File: src/rtl/mux_arb_pkg.sv
// rtl/mux_arb_pkg.sv - shared types and defaults for the two-requester mux arbiter
package mux_arb_pkg;

  localparam int WIDTH_DEFAULT     = 2;
  localparam int MAX_GRANT_DEFAULT = 4;

  typedef enum logic [1:0] {
    IDLE = 2'd0,
    GX   = 2'd1,
    GY   = 2'd2
  } arb_state_t;

  typedef enum logic {
    WIN_X = 1'b0,
    WIN_Y = 1'b1
  } winner_t;

endpackage

File: src/rtl/mux_2bit_arbiter_if.sv
// rtl/mux_2bit_arbiter_if.sv - request/grant and data bundle between requesters and the arbiter
interface mux_2bit_arbiter_if #(
  parameter int WIDTH = mux_arb_pkg::WIDTH_DEFAULT
);

  logic             req_x;
  logic             req_y;
  logic [WIDTH-1:0] x;
  logic [WIDTH-1:0] y;
  logic             gnt_x;
  logic             gnt_y;
  logic             s;
  logic [WIDTH-1:0] m;
  logic             m_valid;

  modport master (
    output req_x, req_y, x, y,
    input  gnt_x, gnt_y, s, m, m_valid
  );

  modport slave (
    input  req_x, req_y, x, y,
    output gnt_x, gnt_y, s, m, m_valid
  );

endinterface

File: src/rtl/lab1_3_2.sv
// rtl/lab1_3_2.sv - 2-to-1 multiplexer, s=0 selects x, s=1 selects y
module lab1_3_2 #(
  parameter int WIDTH = 2
) (
  input  logic [WIDTH-1:0] x,
  input  logic [WIDTH-1:0] y,
  input  logic             s,
  output logic [WIDTH-1:0] m
);

  assign m = s ? y : x;

endmodule

File: src/rtl/mux_2bit_arbiter.sv
// rtl/mux_2bit_arbiter.sv - round-robin arbiter driving a registered 2-to-1 mux
// Optional grant-length limit enabled by defining MUX_ARB_TIMEOUT_EN.
module mux_2bit_arbiter
  import mux_arb_pkg::*;
#(
  parameter int WIDTH     = WIDTH_DEFAULT,
  parameter int MAX_GRANT = MAX_GRANT_DEFAULT
) (
  input  logic              clk,
  input  logic              reset_n,
  mux_2bit_arbiter_if.slave bus
);

  if (WIDTH < 1 || MAX_GRANT < 1) begin : g_param_check
    $error("mux_2bit_arbiter: WIDTH and MAX_GRANT must be positive");
  end

  arb_state_t       state, state_nxt;
  winner_t          last_winner, last_winner_nxt;
  logic             s_q, s_nxt;
  logic [WIDTH-1:0] m_q;
  logic             m_valid_q;
  logic [WIDTH-1:0] mux_out;
  logic             timeout;

`ifdef MUX_ARB_TIMEOUT_EN
  localparam int CNT_W = $clog2(MAX_GRANT + 1);
  logic [CNT_W-1:0] grant_cnt;

  // Counts edges spent in the current grant; timeout is raised during the MAX_GRANT-th cycle.
  always_ff @(posedge clk or negedge reset_n) begin
    if (!reset_n) begin
      grant_cnt <= '0;
    end else if (state_nxt != state) begin
      grant_cnt <= '0;
    end else if (state != IDLE && grant_cnt != CNT_W'(MAX_GRANT)) begin
      grant_cnt <= grant_cnt + 1'b1;
    end
  end

  assign timeout = (grant_cnt >= CNT_W'(MAX_GRANT - 1));
`else
  assign timeout = 1'b0;
`endif

  always_comb begin
    state_nxt       = state;
    last_winner_nxt = last_winner;
    s_nxt           = s_q;
    case (state)
      IDLE: begin
        if (bus.req_x && bus.req_y) begin
          state_nxt = (last_winner == WIN_Y) ? GX : GY;
        end else if (bus.req_x) begin
          state_nxt = GX;
        end else if (bus.req_y) begin
          state_nxt = GY;
        end
      end
      GX: begin
        if (!bus.req_x || (timeout && bus.req_y)) begin
          state_nxt = bus.req_y ? GY : IDLE;
        end
      end
      GY: begin
        if (!bus.req_y || (timeout && bus.req_x)) begin
          state_nxt = bus.req_x ? GX : IDLE;
        end
      end
      default: state_nxt = IDLE;
    endcase
    if (state_nxt == GX) begin
      s_nxt = 1'b0;
      if (state != GX) last_winner_nxt = WIN_X;
    end else if (state_nxt == GY) begin
      s_nxt = 1'b1;
      if (state != GY) last_winner_nxt = WIN_Y;
    end
  end

  lab1_3_2 #(.WIDTH(WIDTH)) u_mux (
    .x (bus.x),
    .y (bus.y),
    .s (s_q),
    .m (mux_out)
  );

  always_ff @(posedge clk or negedge reset_n) begin
    if (!reset_n) begin
      state       <= IDLE;
      last_winner <= WIN_Y;
      s_q         <= 1'b0;
      m_q         <= '0;
      m_valid_q   <= 1'b0;
    end else begin
      state       <= state_nxt;
      last_winner <= last_winner_nxt;
      s_q         <= s_nxt;
      m_valid_q   <= (state != IDLE);
      if (state != IDLE) m_q <= mux_out;
    end
  end

  assign bus.gnt_x   = (state == GX);
  assign bus.gnt_y   = (state == GY);
  assign bus.s       = s_q;
  assign bus.m       = m_q;
  assign bus.m_valid = m_valid_q;

endmodule

File: src/flat_wrapper.sv
// flat-port wrapper written by rule: the top's interface ports become plain ports
module mux_2bit_arbiter_flat import mux_arb_pkg::*;
#(
  parameter int WIDTH     = WIDTH_DEFAULT,
  parameter int MAX_GRANT = MAX_GRANT_DEFAULT
)
  (clk, reset_n, bus_req_x, bus_req_y, bus_x, bus_y, bus_gnt_x, bus_gnt_y, bus_s, bus_m, bus_m_valid);
  mux_2bit_arbiter_if #(.WIDTH(WIDTH)) bus_i ();
  input  logic clk;
  input  logic reset_n;
  input wire logic [$bits(bus_i.req_x)-1:0] bus_req_x;
  input wire logic [$bits(bus_i.req_y)-1:0] bus_req_y;
  input wire logic [$bits(bus_i.x)-1:0] bus_x;
  input wire logic [$bits(bus_i.y)-1:0] bus_y;
  output wire logic [$bits(bus_i.gnt_x)-1:0] bus_gnt_x;
  output wire logic [$bits(bus_i.gnt_y)-1:0] bus_gnt_y;
  output wire logic [$bits(bus_i.s)-1:0] bus_s;
  output wire logic [$bits(bus_i.m)-1:0] bus_m;
  output wire logic [$bits(bus_i.m_valid)-1:0] bus_m_valid;
  assign bus_i.req_x = bus_req_x;
  assign bus_i.req_y = bus_req_y;
  assign bus_i.x = bus_x;
  assign bus_i.y = bus_y;
  assign bus_gnt_x = bus_i.gnt_x;
  assign bus_gnt_y = bus_i.gnt_y;
  assign bus_s = bus_i.s;
  assign bus_m = bus_i.m;
  assign bus_m_valid = bus_i.m_valid;
  mux_2bit_arbiter #(.WIDTH(WIDTH), .MAX_GRANT(MAX_GRANT)) u_core (.clk(clk), .reset_n(reset_n), .bus(bus_i));
endmodule
File: config.mk
export PLATFORM = sky130hd
export DESIGN_NAME = mux_2bit_arbiter_flat
export DESIGN_NICKNAME = d
export VERILOG_FILES = /design/src/rtl/mux_arb_pkg.sv /design/src/rtl/mux_2bit_arbiter_if.sv /design/src/rtl/lab1_3_2.sv /design/src/rtl/mux_2bit_arbiter.sv /design/src/flat_wrapper.sv
export SDC_FILE = /design/constraint.sdc
export NUM_CORES = 1
export LEC_CHECK = 0
export CAP_MARGIN = 20
export CORE_AREA = 2 2 39 41
export DETAILED_ROUTE_END_ITERATION = 6
export DIE_AREA = 0 0 41 43
export PLACE_DENSITY_LB_ADDON = 0.05
export SLEW_MARGIN = 20
export SYNTH_ARGS = -nofsm -noshare
export SYNTH_HDL_FRONTEND = slang
export SYNTH_SLANG_ARGS = --single-unit
File: constraint.sdc
create_clock -name clk -period 2.1 [get_ports clk]
set_input_delay 0.42 -clock clk [delete_from_list [all_inputs] [get_ports clk]]
set_output_delay 0.42 -clock clk [all_outputs]
set_load 0.005 [all_outputs]
==> results.ini <==
[outcome]
status = finished clean

[placed_design]
dp_hpwl_um = 633
place.gp.congestion = 0.696
dpl.cell_count = 61
port-buffer-count = 13

[min_path]
hold_class = in2async

[sta]
drv_slew = 0
hold_viol_final = 0
fin_crit_sh_pct = 85.6
relSlewSlack_pct = 79.0
fin_skew_ps = 3.22
setup_tns_ps = 0
layout_min_cycle_time_ps = 1800
tightest_slew_ps = 314
max_freq_mhz = 556
finalSetupViolations = 0
rsz0062_at_grt = no

[worst_setup_path]
crit_family = buffers and inverters
r2r_start = u_core.last_winner
cp.arrival_ps = 1380
crit_path_max_fanout = 7
r2r_end = u_core.bus.s
end_kind = output port
path_class = reg2out
cp_slowest_cell = clkdlybuf4s50_1
startpoint = u_core.state[1]
critPathRequiredTime_ps = 1680
start_kind = flop
rrSetupSlack_ps = 480
crit_path_cell_trace = and2b_1 > clkdlybuf4s50_1
crit_cells = 2
worstRegToRegCells = 5
endpoint = bus_gnt_x
cp_num_buf_inv = 1
slowest_delay_ps = 490

[drt]
dr_total_vias = 284
drt-total-wl_um = 758
wl_per_cell_um = 11.7
drt_first_iter_violations = 7
remaining_drc_errors = 0
dr.pass1.iters = 4
detail-route-antenna-nets = 0
via_per_inst = 4.37

[cells_and_area]
n_fill_cell = 149
drive_gt1_share_pct = 10.2
area_growth_pct = 53.8
multi_input_area_um2 = 144
seqCellArea_um2 = 176
n_antenna_cell = 0
stdcell_count = 65
fin_nets = 59

[power_and_ir_drop]
power_density_nw_per_um2 = 1110
leakagePower_nw = 0.217
ir_worst_vdd_v = 0.000348

[logic_synthesis]
synth_top_area_share_pct = 45.8
synth_xor_area_share_pct = 0
synthCells = 32
synth_ff_type = dfrtp_1
synth-compound-area-share_pct = 14.5
syn-cell-area_um2 = 328
synth.area.top_cells = dfrtp_1 (46%), dfstp_2 (8.0%), mux2i_1 (6.1%)
synth_seq_cells = 7
synth_fa_ha_area_share_pct = 3.82
avgSynthCellArea_um2 = 10.2
yosys.area_share.simple_pct = 16.0
synth_fp_nets = 41
synth_edf_count = 0
synth_top_family_by_area = simple AND/OR/NAND/NOR gates
synth_area_leader_cell = dfrtp_1
ys_seq_area_share_pct = 53.8
async_reset_ff_share_pct = 100
ys_warn_count = 0
synth_cell_type_count = 16
muxShareOfSynthArea_pct = 9.54

[cts]
cts_tree = yes
cts_setup_buffers = 0
cts_max_level = 1
cts_resized = 0
clock_path_buffers = 2
clk_pin_slew_ps = 50
holdBufCountCts = 0
cts.sinks = 7
cts_buffers = 3
clk_latency_ps = 250
cts-root-buf = clkbuf_4

[floorplanning]
dieArea_um2 = 1760
die_x_um = 41
start_util_pct = 23.7
core_area_um2 = 1380
rows = 14
ioPinCount = 14
fp.dieH_um = 43

[global_route]
grt_pass1_vias = 294
grt_use_total_pct = 10.1
antenna_found_initial = 0
grt_overflow = 0
grt_pass1_wl_um = 1150
grt_max_degree = 8

[job]
cap_violations = 0

-- per-layer routing --
layer	part of all wire, %	routed length, µm	vias up	track usage (%)
met5	0	0	-	0
met4	0	0	0	4.00
met3	4.9	37	0	4.71
met2	56	421	4	16.9
met1	39	299	137	10.2
li1	-	-	143	-
-- worst reg2reg max path, cell delays in order, from the launching register on --
cell and delay, ps:
dfstp_2 540, nor2b_1 190, nor2_1 70, o21ai_1 140, ha_1 280, mux2_2 280
-- worst min path at each step --
stage	endpoint	slack, ps
CTS	u_core.bus.s	440
global placement	u_core.bus.m[0]	470
detailed placement	u_core.bus.m[1]	470
floorplan	u_core.bus.m[0]	120
finish	u_core.bus.s	430
global route	u_core.state[0]	450
-- kinds of logic after synthesis --
group,Yosys count
simple gates,11
compound gates,8
flops,7
mux,3
buf+inv,2
fa+ha+maj,1
-- registers in the layout, summed over array words and instances, names as in the netlist --
register,count
u_core.bus.m,2
u_core.last_winner,1
u_core.bus.m_valid,1
u_core.bus.s,1
u_core.state,2
-- layout make-up --
class	instances	share of cell area (%)
Clock buffer	4	5.21
Inverter	2	1.49
Multi-Input combinational cell	23	28.5
Sequential cell	7	35.0
Tap cell	16	3.97
Timing Repair Buffer	13	25.8
-- where the power goes --
group | switching (mW) | total, mW | internal (mW)
sequential | 0.0402 | 0.225 | 0.185
combinational | 0.0793 | 0.211 | 0.132
clock | 0.0490 | 0.121 | 0.0725
total | 0.169 | 0.558 | 0.389
-- synth_stat cells (all sizes together), types with 2 or more instances --
library cell and number:
nor2b 2, o21ai 5, nor2 5, dfrtp 6
mux2i 2, nand2 2, inv 2
-- cell usage in the layout (no fill, tap or decap) --
cell type        Yosys  layout
clkdlybuf4s50_1      0      13
dfrtp_1              6       6
nor2_1               5       5
o21ai_0              3       3
clkbuf_4             0       3
nor2b_1              2       2
o21ai_1              2       2
inv_1                2       2
mux2i_1              2       2
nand2_1              2       2
o21a_1               1       1
o22ai_1              1       1
and2_1               1       1
and2b_1              1       1
o311ai_1             1       1
mux2_2               1       1
ha_1                 1       1
clkbuf_1             0       1
dfstp_2              1       1
-- through the flow --
step | cell area, µm² | hold WS, ps | utilization (%) | power (mW) | setup slack, ps
2_1_floorplan | 328 | 124 | - | 0.322 | 590
3_3_place_gp | 478 | 474 | 34.5 | 0.432 | 144
3_5_place_dp | 478 | 471 | 34.5 | 0.443 | 125
4_1_cts | 504 | 443 | 36.4 | 0.567 | 295
5_1_grt | 504 | 452 | 36.4 | 0.601 | 244
6_report | 504 | 429 | 36.4 | 0.558 | 302
No activity file was read; power rests on OpenSTA's default activity.
